[src/rtl/seven_seg_mux.sv]
// Time-multiplexed seven-segment driver. It decodes a packed hex word and scans the digits,
// with an anode guard band, leading-zero blanking and double-buffered frame-synchronous update.
module seven_seg_mux #(
    parameter int unsigned NUM_DIGITS     = 4,
    parameter int unsigned REFRESH_DIV    = 50000,
    parameter int unsigned BLANK_CYCLES   = 2,
    parameter int unsigned SEG_ACTIVE_LOW = 0,
    parameter int unsigned AN_ACTIVE_LOW  = 1,
    parameter int unsigned LZ_BLANK       = 1
) (
    input  logic                    clk,
    input  logic                    rst_n,
    input  logic                    enable,
    input  logic                    load,
    input  logic [4*NUM_DIGITS-1:0] value,
    input  logic [NUM_DIGITS-1:0]   dp_in,
    input  logic [NUM_DIGITS-1:0]   digit_en,
    output logic [6:0]              seg,
    output logic                    dp,
    output logic [NUM_DIGITS-1:0]   an,
    output logic                    frame
);

    localparam int unsigned CntW = $clog2(REFRESH_DIV);
    localparam int unsigned IdxW = (NUM_DIGITS > 1) ? $clog2(NUM_DIGITS) : 1;
    localparam logic [CntW-1:0] CntLast = CntW'(REFRESH_DIV - 1);
    localparam logic [IdxW-1:0] IdxLast = IdxW'(NUM_DIGITS - 1);

    logic [CntW-1:0]         cnt_q, cnt_d;
    logic [IdxW-1:0]         idx_q, idx_d;
    logic [4*NUM_DIGITS-1:0] sh_val_q, sh_val_d, act_val_q, act_val_d;
    logic [NUM_DIGITS-1:0]   sh_dp_q, sh_dp_d, act_dp_q, act_dp_d;
    logic [NUM_DIGITS-1:0]   sh_en_q, sh_en_d, act_en_q, act_en_d;
    logic                    pending_q, pending_d;

    logic [6:0]              seg_q, seg_d;
    logic                    dp_q, dp_d;
    logic [NUM_DIGITS-1:0]   an_q, an_d;
    logic                    frame_q, frame_d;

    logic                    tick, frame_tick;
    logic                    zero_run, in_blank;
    logic [NUM_DIGITS-1:0]   lz_off, an_sel;
    logic [3:0]              cur_code;
    logic                    cur_dp, cur_off;

    function automatic logic [6:0] decode(input logic [3:0] code);
        case (code)
            4'h0:    decode = 7'b1111110;
            4'h1:    decode = 7'b0110000;
            4'h2:    decode = 7'b1101101;
            4'h3:    decode = 7'b1111001;
            4'h4:    decode = 7'b0110011;
            4'h5:    decode = 7'b1011011;
            4'h6:    decode = 7'b1011111;
            4'h7:    decode = 7'b1110000;
            4'h8:    decode = 7'b1111111;
            4'h9:    decode = 7'b1110011;
            4'hA:    decode = 7'b1110111;
            4'hB:    decode = 7'b0011111;
            4'hC:    decode = 7'b1001110;
            4'hD:    decode = 7'b0111101;
            4'hE:    decode = 7'b1001111;
            default: decode = 7'b1000111;
        endcase
    endfunction

    assign tick       = enable && (cnt_q == CntLast);
    assign frame_tick = tick && (idx_q == IdxLast);

    always_comb begin
        cnt_d     = cnt_q;
        idx_d     = idx_q;
        sh_val_d  = sh_val_q;
        sh_dp_d   = sh_dp_q;
        sh_en_d   = sh_en_q;
        act_val_d = act_val_q;
        act_dp_d  = act_dp_q;
        act_en_d  = act_en_q;
        pending_d = pending_q;

        if (!enable) begin
            cnt_d = '0;
            idx_d = '0;
        end else if (tick) begin
            cnt_d = '0;
            idx_d = (idx_q == IdxLast) ? '0 : idx_q + 1'b1;
        end else begin
            cnt_d = cnt_q + 1'b1;
        end

        if (load) begin
            sh_val_d  = value;
            sh_dp_d   = dp_in;
            sh_en_d   = digit_en;
            pending_d = 1'b1;
        end

        // Active set only changes between frames (or while dark); a same-cycle load wins.
        if (!enable || frame_tick) begin
            if (load) begin
                act_val_d = value;
                act_dp_d  = dp_in;
                act_en_d  = digit_en;
                pending_d = 1'b0;
            end else if (pending_q) begin
                act_val_d = sh_val_q;
                act_dp_d  = sh_dp_q;
                act_en_d  = sh_en_q;
                pending_d = 1'b0;
            end
        end
    end

    always_comb begin
        zero_run = 1'b1;
        lz_off   = '0;
        an_sel   = '0;
        cur_code = '0;
        cur_dp   = 1'b0;
        cur_off  = 1'b0;
        seg_d    = '0;
        dp_d     = 1'b0;
        an_d     = '0;

        // Walk from the most significant digit down while every digit so far is zero.
        for (int i = int'(NUM_DIGITS) - 1; i >= 0; i--) begin
            zero_run  = zero_run && (act_val_q[4*i +: 4] == 4'h0);
            lz_off[i] = (LZ_BLANK != 0) && (i != 0) && zero_run;
        end

        for (int i = 0; i < int'(NUM_DIGITS); i++) begin
            if (idx_q == IdxW'(i)) begin
                an_sel[i] = 1'b1;
                cur_code  = act_val_q[4*i +: 4];
                cur_dp    = act_dp_q[i];
                cur_off   = !act_en_q[i] || lz_off[i];
            end
        end

        in_blank = (32'(cnt_q) < BLANK_CYCLES);

        if (enable && !in_blank) begin
            an_d = an_sel;
            if (!cur_off) begin
                seg_d = decode(cur_code);
                dp_d  = cur_dp;
            end
        end

        frame_d = frame_tick;
    end

    always_ff @(posedge clk) begin
        if (!rst_n) begin
            cnt_q     <= '0;
            idx_q     <= '0;
            sh_val_q  <= '0;
            sh_dp_q   <= '0;
            sh_en_q   <= '0;
            act_val_q <= '0;
            act_dp_q  <= '0;
            act_en_q  <= '0;
            pending_q <= 1'b0;
            seg_q     <= '0;
            dp_q      <= 1'b0;
            an_q      <= '0;
            frame_q   <= 1'b0;
        end else begin
            cnt_q     <= cnt_d;
            idx_q     <= idx_d;
            sh_val_q  <= sh_val_d;
            sh_dp_q   <= sh_dp_d;
            sh_en_q   <= sh_en_d;
            act_val_q <= act_val_d;
            act_dp_q  <= act_dp_d;
            act_en_q  <= act_en_d;
            pending_q <= pending_d;
            seg_q     <= seg_d;
            dp_q      <= dp_d;
            an_q      <= an_d;
            frame_q   <= frame_d;
        end
    end

    assign seg   = (SEG_ACTIVE_LOW != 0) ? ~seg_q : seg_q;
    assign dp    = (SEG_ACTIVE_LOW != 0) ? ~dp_q : dp_q;
    assign an    = (AN_ACTIVE_LOW != 0) ? ~an_q : an_q;
    assign frame = frame_q;

endmodule

[config.mk]
export PLATFORM = sky130hd
export DESIGN_NAME = seven_seg_mux
export DESIGN_NICKNAME = d
export VERILOG_FILES = /design/src/rtl/seven_seg_mux.sv
export SDC_FILE = /design/constraint.sdc
export NUM_CORES = 1
export LEC_CHECK = 0
export CAP_MARGIN = 5
export CORE_UTILIZATION = 50
export DETAILED_ROUTE_END_ITERATION = 6
export PLACE_DENSITY = 0.81
export SLEW_MARGIN = 5
export SYNTH_ARGS = -nofsm -noshare
export SYNTH_HDL_FRONTEND = slang
export SYNTH_SLANG_ARGS = --single-unit
[constraint.sdc]
create_clock -name clk -period 2.34 [get_ports clk]
set_input_delay 0.585 -clock clk [delete_from_list [all_inputs] [get_ports clk]]
set_output_delay 0.585 -clock clk [all_outputs]
set_load 0.01 [all_outputs]
==> summary.log <==
qor: yosys.asyncSetResetFlopFracSynth 0%
qor: min_path.timing.hold.worst.start cnt_q[0]
qor: floorplan.dieArea 7560 sq um
qor: cts.worstSkewPairLatency 0.35 ns
qor: final_layout.nets 469
qor: sta.finalSetupViolCount 0
qor: routing.postRouteAntennaNets 0
qor: critical_path.setup.worst_path.start_class flop
qor: placement.place.gp.congestion 0.907
qor: status.outcome completed
qor: yosys.synth_top_cell_area_share 44.4%
qor: yosys.syn-num-nets 412
qor: cts.clockRootBuffer sky130_fd_sc_hd__clkbuf_8
qor: sta.fin_worst_hold_slack 0.469 ns
qor: yosys.synth.avg_cell_area 9.70 sq um
qor: global_route.gr-total-overflow 0
qor: sta.worst-slew-pin-transition 0.592 ns
qor: cts.clk_pin_slew 0.08 ns
qor: yosys.netlist_area 3610 sq um
qor: sta.achievable-frequency 446 MHz
qor: routing.drt_first_pass_iters 4
qor: power.max-vdd-ir-drop 0.000348 V
qor: critical_path.crit_arrival 2.49 ns
qor: routing.drtIter0Drc 107
qor: floorplan.fp-row-count 30
qor: run.cap_violations 0
qor: cts.holdBufCountCts 0
qor: yosys.yosys.cell_types.count 43
qor: final_layout.fraction_of_layout_cells_with_a_size_suffix_above_1 17.3%
qor: final_layout.relative_area_change_from_synthesis_to_final_layout 24.7%
qor: routing.totalWireLength 7200 microns
qor: critical_path.crit_path_max_fanout 7
qor: critical_path.cp-startpoint idx_q[0]
qor: cts.tritoncts yes
qor: critical_path.critPathRequiredTime 2.59 ns
qor: critical_path.setup.worst_path.class flop to flop
qor: routing.detail_route.vias_per_cell 5.22
qor: sta.finalClockSkew 0.00769 ns
qor: global_route.global_route_wire_length_before_repair 12400 microns
qor: cts.tritoncts_num_sinks 80
qor: placement.port_buffers 40
qor: yosys.seq_area_frac_synth 44.4%
qor: global_route.antenna_found_initial 0
qor: routing.avgRoutedWirePerCell 13.6 microns
qor: yosys.netlist_instances 372
qor: floorplan.initial_core_util 52.5%
qor: yosys.synth_seq_cells 80
qor: critical_path.setup.worst_path.end_class flop
qor: critical_path.worstReg2RegStart idx_q[0]
qor: cts.cts_buffers 9
qor: sta.maxSlewHeadroom 60.2%
qor: sta.period_share 95.7%
qor: cts.cts.path.max_buffers 2
qor: sta.setup-tns-final 0 ns
qor: routing.remaining_drc_errors 0
qor: final_layout.antenna_cells 0
qor: sta.final-max-slew-violation-count 0
qor: power.leakagePower 1.78 nW
qor: floorplan.core_area 6870 sq um
qor: cts.cts_max_level 3
qor: sta.grt_setup_unrepaired yes
qor: global_route.combined_global_route_utilization_of_all_metal_layers 21.3%
qor: yosys.synth-main-ff-cell sky130_fd_sc_hd__dfxtp_1
qor: floorplan.fp.dieW 87.0 microns
qor: global_route.vias_in_the_first_global_route 2734
qor: global_route.grt_start_max_net_pins 51
qor: floorplan.design.portCount 41
qor: min_path.min_path_type flop to flop
qor: yosys.synth.largest_area_cell sky130_fd_sc_hd__dfxtp_1
qor: placement.dpl.hpwl 5070 microns
qor: sta.fin_crit 2.24 ns
qor: power.power.density 614 nW/um^2
qor: yosys.syn_warnings 0
qor: yosys.synth_top_cells_by_area sky130_fd_sc_hd__dfxtp_1 44%, sky130_fd_sc_hd__mux2i_1 7.8%, sky130_fd_sc_hd__mux2_2 7.5%
qor: floorplan.die_h 87.0 microns
qor: routing.detailroute.via_count 2765
qor: yosys.synth-edff-count 0
qor: sta.finalHoldViolCount 0
==> critical path: stages (launching register included) <==
cell,delay [ns]
sky130_fd_sc_hd__dfxtp_1,0.34
sky130_fd_sc_hd__buf_4,0.14
sky130_fd_sc_hd__ha_1,0.24
sky130_fd_sc_hd__buf_4,0.18
sky130_fd_sc_hd__a21oi_1,0.14
sky130_fd_sc_hd__a22oi_2,0.10
sky130_fd_sc_hd__buf_4,0.17
sky130_fd_sc_hd__ha_4,0.27
sky130_fd_sc_hd__inv_1,0.05
sky130_fd_sc_hd__o21ai_0,0.19
sky130_fd_sc_hd__a21oi_1,0.07
sky130_fd_sc_hd__a311oi_1,0.25
==> flip-flops by register name, summed over array words and instances, names as in the netlist, 7 cells and up <==
signal	count
seg	7
act_val_q	16
sh_val_q	16
cnt_q	16
==> cell usage in the layout (no fill, tap or decap), types with 8 or more instances in the layout <==
cell type	n
sky130_fd_sc_hd__nor2_1	28
sky130_fd_sc_hd__nand2_1	22
sky130_fd_sc_hd__ha_1	9
sky130_fd_sc_hd__nor4_1	9
sky130_fd_sc_hd__inv_1	14
sky130_fd_sc_hd__mux2_2	24
sky130_fd_sc_hd__a21oi_1	9
sky130_fd_sc_hd__clkbuf_8	12
sky130_fd_sc_hd__xor2_1	9
sky130_fd_sc_hd__buf_4	24
sky130_fd_sc_hd__mux2i_1	28
sky130_fd_sc_hd__and2_1	29
sky130_fd_sc_hd__dfxtp_1	80
sky130_fd_sc_hd__nand4_1	8
sky130_fd_sc_hd__clkdlybuf4s50_1	40
sky130_fd_sc_hd__nor2b_1	27
==> synth_stat cells, types with 2 or more instances <==
cell	count
sky130_fd_sc_hd__inv_1	15
sky130_fd_sc_hd__nor2_1	28
sky130_fd_sc_hd__buf_2	2
sky130_fd_sc_hd__nor4_1	9
sky130_fd_sc_hd__mux2i_1	28
sky130_fd_sc_hd__and3_1	2
sky130_fd_sc_hd__dfxtp_1	80
sky130_fd_sc_hd__nor3b_1	4
sky130_fd_sc_hd__nor2b_1	27
sky130_fd_sc_hd__xnor2_1	5
sky130_fd_sc_hd__clkbuf_1	15
sky130_fd_sc_hd__a311oi_1	3
sky130_fd_sc_hd__a221oi_1	2
sky130_fd_sc_hd__a21oi_1	9
sky130_fd_sc_hd__nand2_1	22
sky130_fd_sc_hd__buf_6	2
sky130_fd_sc_hd__o21ai_0	5
sky130_fd_sc_hd__xor2_1	9
sky130_fd_sc_hd__and2_1	29
sky130_fd_sc_hd__nand3_1	5
sky130_fd_sc_hd__mux2_2	24
sky130_fd_sc_hd__o22ai_1	3
sky130_fd_sc_hd__ha_1	12
sky130_fd_sc_hd__nand3b_1	3
sky130_fd_sc_hd__a211oi_1	3
sky130_fd_sc_hd__nand4_1	8
sky130_fd_sc_hd__nor3_1	2
==> logic make-up after synthesis <==
kind of cell,count (synthesis),share of synthesized area (%)
AO/OA/AOI/OAI,35,6.83
AND/OR/NAND/NOR,145,21.9
flip-flops,80,44.4
adder cells (fa/ha/maj),12,4.16
buffers and inverters,34,4.02
XOR/XNOR,14,3.40
multiplexers,52,15.3
==> through the flow <==
stage / instance area, sq um / std cells / utilization [%] / power, mW / setup slack, ns
after global placement: 4230 / 512 / 61.6 / 1.71 / -0.130
after detailed placement: 4230 / 512 / 61.6 / 1.72 / -0.158
after floorplan: 3610 / 372 / - / 1.61 / 0.0741
after global routing: 4500 / 530 / 65.5 / 2.89 / -0.0459
final: 4500 / 530 / 65.5 / 2.76 / 0.0997
after CTS: 4450 / 528 / 64.8 / 2.78 / 0.0382
==> what timing repair did <==
item / 4_1_cts / 5_1_grt
resized for setup: 0 / 7
endpoints found under the setup margin: 0 / 30
setup buffers: 0 / 2
==> power breakdown <==
| part | switching, mW | internal [mW] | total, mW |
|---|---|---|---|
| Combinational | 0.114 | 0.147 | 0.261 |
| Clock | 0.494 | 0.580 | 1.07 |
| Sequential | 0.0217 | 1.41 | 1.43 |
| Total | 0.629 | 2.14 | 2.76 |
==> worst paths after layout <==
kind,end,slack (ns),depth (start not counted)
max,seg[5],0.1,11
min reg2reg,cnt_q[0],0.47,1
max reg2reg,seg[5],0.1,11
min,cnt_q[0],0.47,1
==> routing by layer <==
metal / vias up / GRT usage [%] / routed length (microns)
met4: 0 / 9.55 / 138
li1: 1378 / - / -
met1: 1311 / 26.1 / 3210
met2: 64 / 35.6 / 3560
met5: - / 0 / 0
met3: 12 / 4.83 / 296
==> cell type report <==
| type | instances | area (sq um) |
|---|---|---|
| inverter | 15 | 56.3 |
| tap | 96 | 120 |
| sequential | 80 | 1600 |
| clock buffer | 12 | 165 |
| fill | 564 | 2370 |
| clock inverter | 4 | 51.3 |
| multi-input combinational | 258 | 1900 |
| timing repair buffer | 65 | 601 |
(Power assumes the default switching activity.)
